$ cat src/rtl/adder_share_arbiter.sv
// Round-robin arbiter that time-shares one external combinational adder among
// NUM_REQ requesters and returns a registered, requester-tagged sum.
module adder_share_arbiter #(
    parameter int unsigned NUM_REQ = 3,
    parameter int unsigned WIDTH   = 32,
    parameter int unsigned IDW     = 2
) (
    input  logic                       clk,
    input  logic                       rst_n,
    input  logic [NUM_REQ-1:0]         req_valid,
    output logic [NUM_REQ-1:0]         req_ready,
    input  logic [NUM_REQ*WIDTH-1:0]   req_a,
    input  logic [NUM_REQ*WIDTH-1:0]   req_b,
    input  logic [NUM_REQ-1:0]         req_cin,
    output logic [WIDTH-1:0]           add_x,
    output logic [WIDTH-1:0]           add_y,
    output logic                       add_cin,
    input  logic [WIDTH-1:0]           add_s,
    input  logic                       add_cout,
    output logic                       rsp_valid,
    input  logic                       rsp_ready,
    output logic [IDW-1:0]             rsp_id,
    output logic [WIDTH-1:0]           rsp_sum,
    output logic                       rsp_cout
);

    typedef enum logic {
        IDLE = 1'b0,
        HOLD = 1'b1
    } state_e;

    state_e           state_q, state_d;
    logic [IDW-1:0]   rr_ptr_q, rr_ptr_d;
    logic [IDW-1:0]   rsp_id_q, rsp_id_d;
    logic [WIDTH-1:0] rsp_sum_q, rsp_sum_d;
    logic             rsp_cout_q, rsp_cout_d;

    logic             hi_hit;
    logic [IDW-1:0]   hi_idx, lo_idx;
    logic             grant_vld_c;
    logic [IDW-1:0]   grant_idx_c;
    logic             can_accept_c;
    logic             accept_c;
    logic [IDW-1:0]   sel_c;

    // First valid index at/after rr_ptr; otherwise the lowest valid one (wrap-around).
    always_comb begin
        hi_hit = 1'b0;
        hi_idx = '0;
        lo_idx = '0;
        for (int i = int'(NUM_REQ) - 1; i >= 0; i--) begin
            if (req_valid[i]) begin
                lo_idx = IDW'(i);
                if (IDW'(i) >= rr_ptr_q) begin
                    hi_hit = 1'b1;
                    hi_idx = IDW'(i);
                end
            end
        end
        grant_vld_c = |req_valid;
        grant_idx_c = hi_hit ? hi_idx : lo_idx;
    end

    assign can_accept_c = (state_q == IDLE) || rsp_ready;
    assign accept_c     = grant_vld_c && can_accept_c;
    assign sel_c        = grant_vld_c ? grant_idx_c : rr_ptr_q;

    // Handshake and operand steering must be combinational so the add completes in the grant cycle.
    always_comb begin
        req_ready = '0;
        add_x     = '0;
        add_y     = '0;
        add_cin   = 1'b0;
        for (int i = 0; i < int'(NUM_REQ); i++) begin
            req_ready[i] = rst_n && accept_c && (grant_idx_c == IDW'(i));
            if (sel_c == IDW'(i)) begin
                add_x   = req_a[i*WIDTH +: WIDTH];
                add_y   = req_b[i*WIDTH +: WIDTH];
                add_cin = req_cin[i];
            end
        end
    end

    // Next state: capture on accept, drain to IDLE when consumed with nothing new.
    always_comb begin
        state_d    = state_q;
        rr_ptr_d   = rr_ptr_q;
        rsp_id_d   = rsp_id_q;
        rsp_sum_d  = rsp_sum_q;
        rsp_cout_d = rsp_cout_q;
        if (accept_c) begin
            state_d    = HOLD;
            rsp_id_d   = grant_idx_c;
            rsp_sum_d  = add_s;
            rsp_cout_d = add_cout;
            rr_ptr_d   = (grant_idx_c == IDW'(NUM_REQ - 1)) ? '0 : grant_idx_c + IDW'(1);
        end else if (rsp_ready) begin
            state_d = IDLE;
        end
    end

    always_ff @(posedge clk or negedge rst_n) begin
        if (!rst_n) begin
            state_q    <= IDLE;
            rr_ptr_q   <= '0;
            rsp_id_q   <= '0;
            rsp_sum_q  <= '0;
            rsp_cout_q <= 1'b0;
        end else begin
            state_q    <= state_d;
            rr_ptr_q   <= rr_ptr_d;
            rsp_id_q   <= rsp_id_d;
            rsp_sum_q  <= rsp_sum_d;
            rsp_cout_q <= rsp_cout_d;
        end
    end

    assign rsp_valid = (state_q == HOLD);
    assign rsp_id    = rsp_id_q;
    assign rsp_sum   = rsp_sum_q;
    assign rsp_cout  = rsp_cout_q;

endmodule
$ cat config.mk
export PLATFORM = sky130hd
export DESIGN_NAME = adder_share_arbiter
export DESIGN_NICKNAME = d
export VERILOG_FILES = /design/src/rtl/adder_share_arbiter.sv
export SDC_FILE = /design/constraint.sdc
export NUM_CORES = 1
export LEC_CHECK = 0
export BUFFER_PORTS_ARGS = -buffer_cell sky130_fd_sc_hd__buf_2
export CORE_AREA = 2 2 132 134
export CTS_BUF_LIST = sky130_fd_sc_hd__clkbuf_16
export CTS_CLUSTER_DIAMETER = 80
export DETAILED_ROUTE_END_ITERATION = 16
export DIE_AREA = 0 0 134 136
export GPL_ROUTABILITY_DRIVEN = 0
export SYNTH_ARGS = -nofsm -noshare
export SYNTH_HDL_FRONTEND = slang
export SYNTH_SLANG_ARGS = --single-unit
$ cat constraint.sdc
create_clock -name clk -period 2.3 [get_ports clk]
set_input_delay 0.345 -clock clk [delete_from_list [all_inputs] [get_ports clk]]
set_output_delay 0.345 -clock clk [all_outputs]
set_load 0.005 [all_outputs]
==> qor.csv <==
stage;metric;value;unit
place;Placed Instances;885;
run;max cap viols;0;
routing;detailed-routing iteration count for the pre-antenna-repair pass;4;
routing;antenna-violating nets left;0;
power_and_ir_drop;leakage power;3.13;nW
synthesis;area of the mapped netlist;2950;um^2
timing;period utilisation layout;106;%
synthesis;FF+latch count, synth;38;
worst_setup_path;highest fanout seen on the critical path;8;
global_routing;via count of the first global-routing pass;3679;
cells_and_area;most common library cell in the layout ignoring fill and taps;buf_2;
cts;TritonCTS sink count;38;
cells_and_area;count of non-filler cells in the finished layout;922;
timing;PnR worst setup slack;-0.145;ns
floorplan;I/O pin cnt;338;
min_path;type of the most critical hold path;primary input to register;
routing;number of vias after detailed routing;3945;
global_routing;total congestion overflow after global routing;0;
synthesis;sequential fraction of the synthesis area;32.2;%
timing;unrepaired setup endpoints after global routing;true;
cts;clock transition time at the flip-flop clock pins of the worst setup and hold paths;0.06;ns
run_status;violated checks;negative setup slack;
power_and_ir_drop;Peak VDD IR;0.411;mV
synthesis;net count of the mapped netlist;566;
synthesis;number of standard cells after synthesis;332;
cells_and_area;fraction of final layout cells sized beyond drive strength 1;60.3;%
floorplan;initial core utilization;17.5;%
synthesis;most common flop cell mapped by yosys;dfrtp_1;
timing;Slew Limit Fails;0;
worst_setup_path;delay of the slowest cell on the worst path;0.40;ns
synthesis;Cell variety after synth;25;
floorplan;std cell rows;48;
routing;First DRT Iteration DRCs;171;
cells_and_area;final net count;924;
timing;slew of the pin with the lowest slew margin;0.512;ns
cts;clock buffer count from CTS;5;
worst_setup_path;CP required;1.96;ns
cts;CTS Root Buffer Type;clkbuf_16;
routing;routed len/inst;17.3;um
place;HPWL after detailed placement;12000;um
worst_setup_path;endpoint kind of the worst setup timing path;primary output;
cts;deepest level of the CTS H-tree;2;
synthesis;YS warnings;0;
worst_setup_path;Crit Path Category;register to primary output;
floorplan;Die Outline Area;18200;um^2
routing;via density per instance;4.28;
worst_setup_path;startpoint type of the worst setup path;register;
cells_and_area;layout overhead on the synthesized area;97.1;%
routing;sum of routed wire length over all layers;16000;um
synthesis;Mapped Avg Cell Area;8.89;um^2
cts;clock tree from TritonCTS;done;
cts;maximum number of buffers from clock root to sink;2;
timing;Peak Freq;0.409;GHz
synthesis;async set-or-reset flop fraction in the synthesized netlist;100;%
place;count of buffers inserted at the top-level ports;337;
floorplan;floorplan die width;134;um
global_routing;pin count of the biggest net entering global routing;66;
cells_and_area;final core occ;34.5;%
timing;worst clock skew;0.00589;ns
run_status;outcome;complete, but fails checks;
routing;post-detailed-route DRC marker count;0;
timing;headroom to the max-slew limit;65.6;%
global_routing;number of antenna violations at the first check in global routing;8;
worst_setup_path;highest-delay cell along the critical path;dfrtp_1;
worst_setup_path;Arr. time, crit path;2.10;ns
global_routing;first-pass GRT wire length;20500;um
floorplan;die height;136;um
timing;hold violation total from the final report;0;
timing;final count of negative-setup-slack endpoints;65;
timing;minimum clock period;2.45;ns
cells_and_area;leading cell types in the layout, fill and taps excluded;336 x buf_2, 107 x nand2_1, 58 x mux2i_1;
worst_setup_path;CP Cell Sequence;nor2b_4 > o32a_1 > o21ai_4 > buf_12 > buf_12 > buf_12 > mux2i_2 > o2bb2ai_1 > buf_2;
synthesis;Post-synth EDFFs;0;
place;Area after DPL;4990;um^2
worst_setup_path;library cell appearing most often on the critical path;buf_12;
cells_and_area;Final Instance Area;5820;um^2
cts;Clk Latency, worst-skew pair;0.28;ns
global_routing;total global routing track utilization;14.7;%
power_and_ir_drop;P per Cell Area;612;nW/um^2
floorplan;core region area;16900;um^2
timing;worst hold-check slack;0.252;ns
==> final cells by class <==
| class | instances | area (um^2) |
|---|---|---|
| Tap cell | 225 | 282 |
| Sequential cell | 38 | 952 |
| Timing Repair Buffer | 380 | 2380 |
| Fill cell | 1764 | 11100 |
| Clock buffer | 5 | 125 |
| Multi-Input combinational cell | 263 | 1990 |
| Clock inverter | 3 | 68.8 |
| Antenna cell | 6 | 15.0 |
| Inverter | 2 | 7.51 |
==> path summary, 6_finish.rpt <==
| check | startpoint | end | slack [ns] | cells past startpoint |
|---|---|---|---|---|
| worst max-delay path | rr_ptr_q[1] | add_y[10] | -0.15 | 9 |
| worst max register to register | rr_ptr_q[0] | rr_ptr_q[0] | 0.87 | 7 |
| worst min-delay path | add_s[10] | rsp_sum[10] | 0.25 | 3 |
| max in group asynchronous | rst_n | rsp_sum[31] | 1.20 | 3 |
| min in group asynchronous | rst_n | rsp_id[1] | 0.44 | 2 |
| worst min register to register | rsp_sum[27] | rsp_sum[27] | 0.47 | 2 |
==> registers in the layout, summed over array words and instances, names as in the netlist <==
register / flops
rr_ptr_q: 2
rsp_cout: 1
rsp_id: 2
rsp_sum: 32
rsp_valid: 1
==> kinds of logic (layout without fill, tap and decap cells) <==
logic type | count (synthesis) | in the layout | synth area share (%)
AO/OA/AOI/OAI | 78 | 78 | 22.4
buffers and inverters | 31 | 390 | 7.55
flip-flops | 38 | 38 | 32.2
multiplexers | 65 | 65 | 22.0
other | 0 | 6 | 0
AND/OR/NAND/NOR | 120 | 120 | 15.8
==> Yosys cell counts (2+ instances only) <==
master	number	area [um^2]
o2bb2ai_1	65	569
nor2b_1	3	18.8
o21ai_0	2	10.0
nor2_1	5	18.8
buf_12	5	100
nand2_1	107	402
mux2i_1	65	651
a21oi_1	3	15.0
nand3_1	2	10.0
a21o_1	3	22.5
clkbuf_1	14	52.6
buf_2	8	40.0
dfrtp_1	38	951
==> critical path: cells and delay by family (launching register included) <==
family | cells | cell delay [ns]
buffers and inverters | 4 | 0.54
AO/OA/AOI/OAI | 3 | 0.50
flip-flops | 1 | 0.40
multiplexers | 1 | 0.23
AND/OR/NAND/NOR | 1 | 0.14
==> metrics by stage <==
step           power (mW)  setup WS (ns)  TNS (ns)
6_report             3.56         -0.145     -6.95
5_1_grt              3.78         -0.218    -10.98
4_1_cts              3.43         -0.194     -8.85
3_5_place_dp         2.30         0.0455         0
3_3_place_gp         2.29         0.0490         0
2_1_floorplan        1.55          0.358         0
==> metal layers <==
layer / routed length [um] / vias up / global-route usage [%] / part of all wire, %
met1: 6430 / 1801 / 18.5 / 40
met2: 7670 / 196 / 23.6 / 48
li1: - / 1925 / - / -
met5: 37 / - / 0 / 0.23
met3: 1680 / 17 / 6.04 / 11
met4: 160 / 6 / 2.72 / 1.0
==> where the power goes <==
part | total [mW] | internal, mW | switching (mW)
sequential | 0.796 | 0.751 | 0.0457
clock | 0.893 | 0.623 | 0.270
combinational | 1.87 | 1.01 | 0.859
==> timing repair <==
action | 4_1_cts | 5_1_grt
buffers inserted | 11 | 2
gates resized for setup | 19 | 31
pin swaps | 13 | 5
gates cloned | 6 | 4
setup endpoints to repair | 65 | 66
hold endpoints to repair | 4 | 0
hold buffers | 1 | 0
Note: power is estimated with default switching activity, not from simulation.
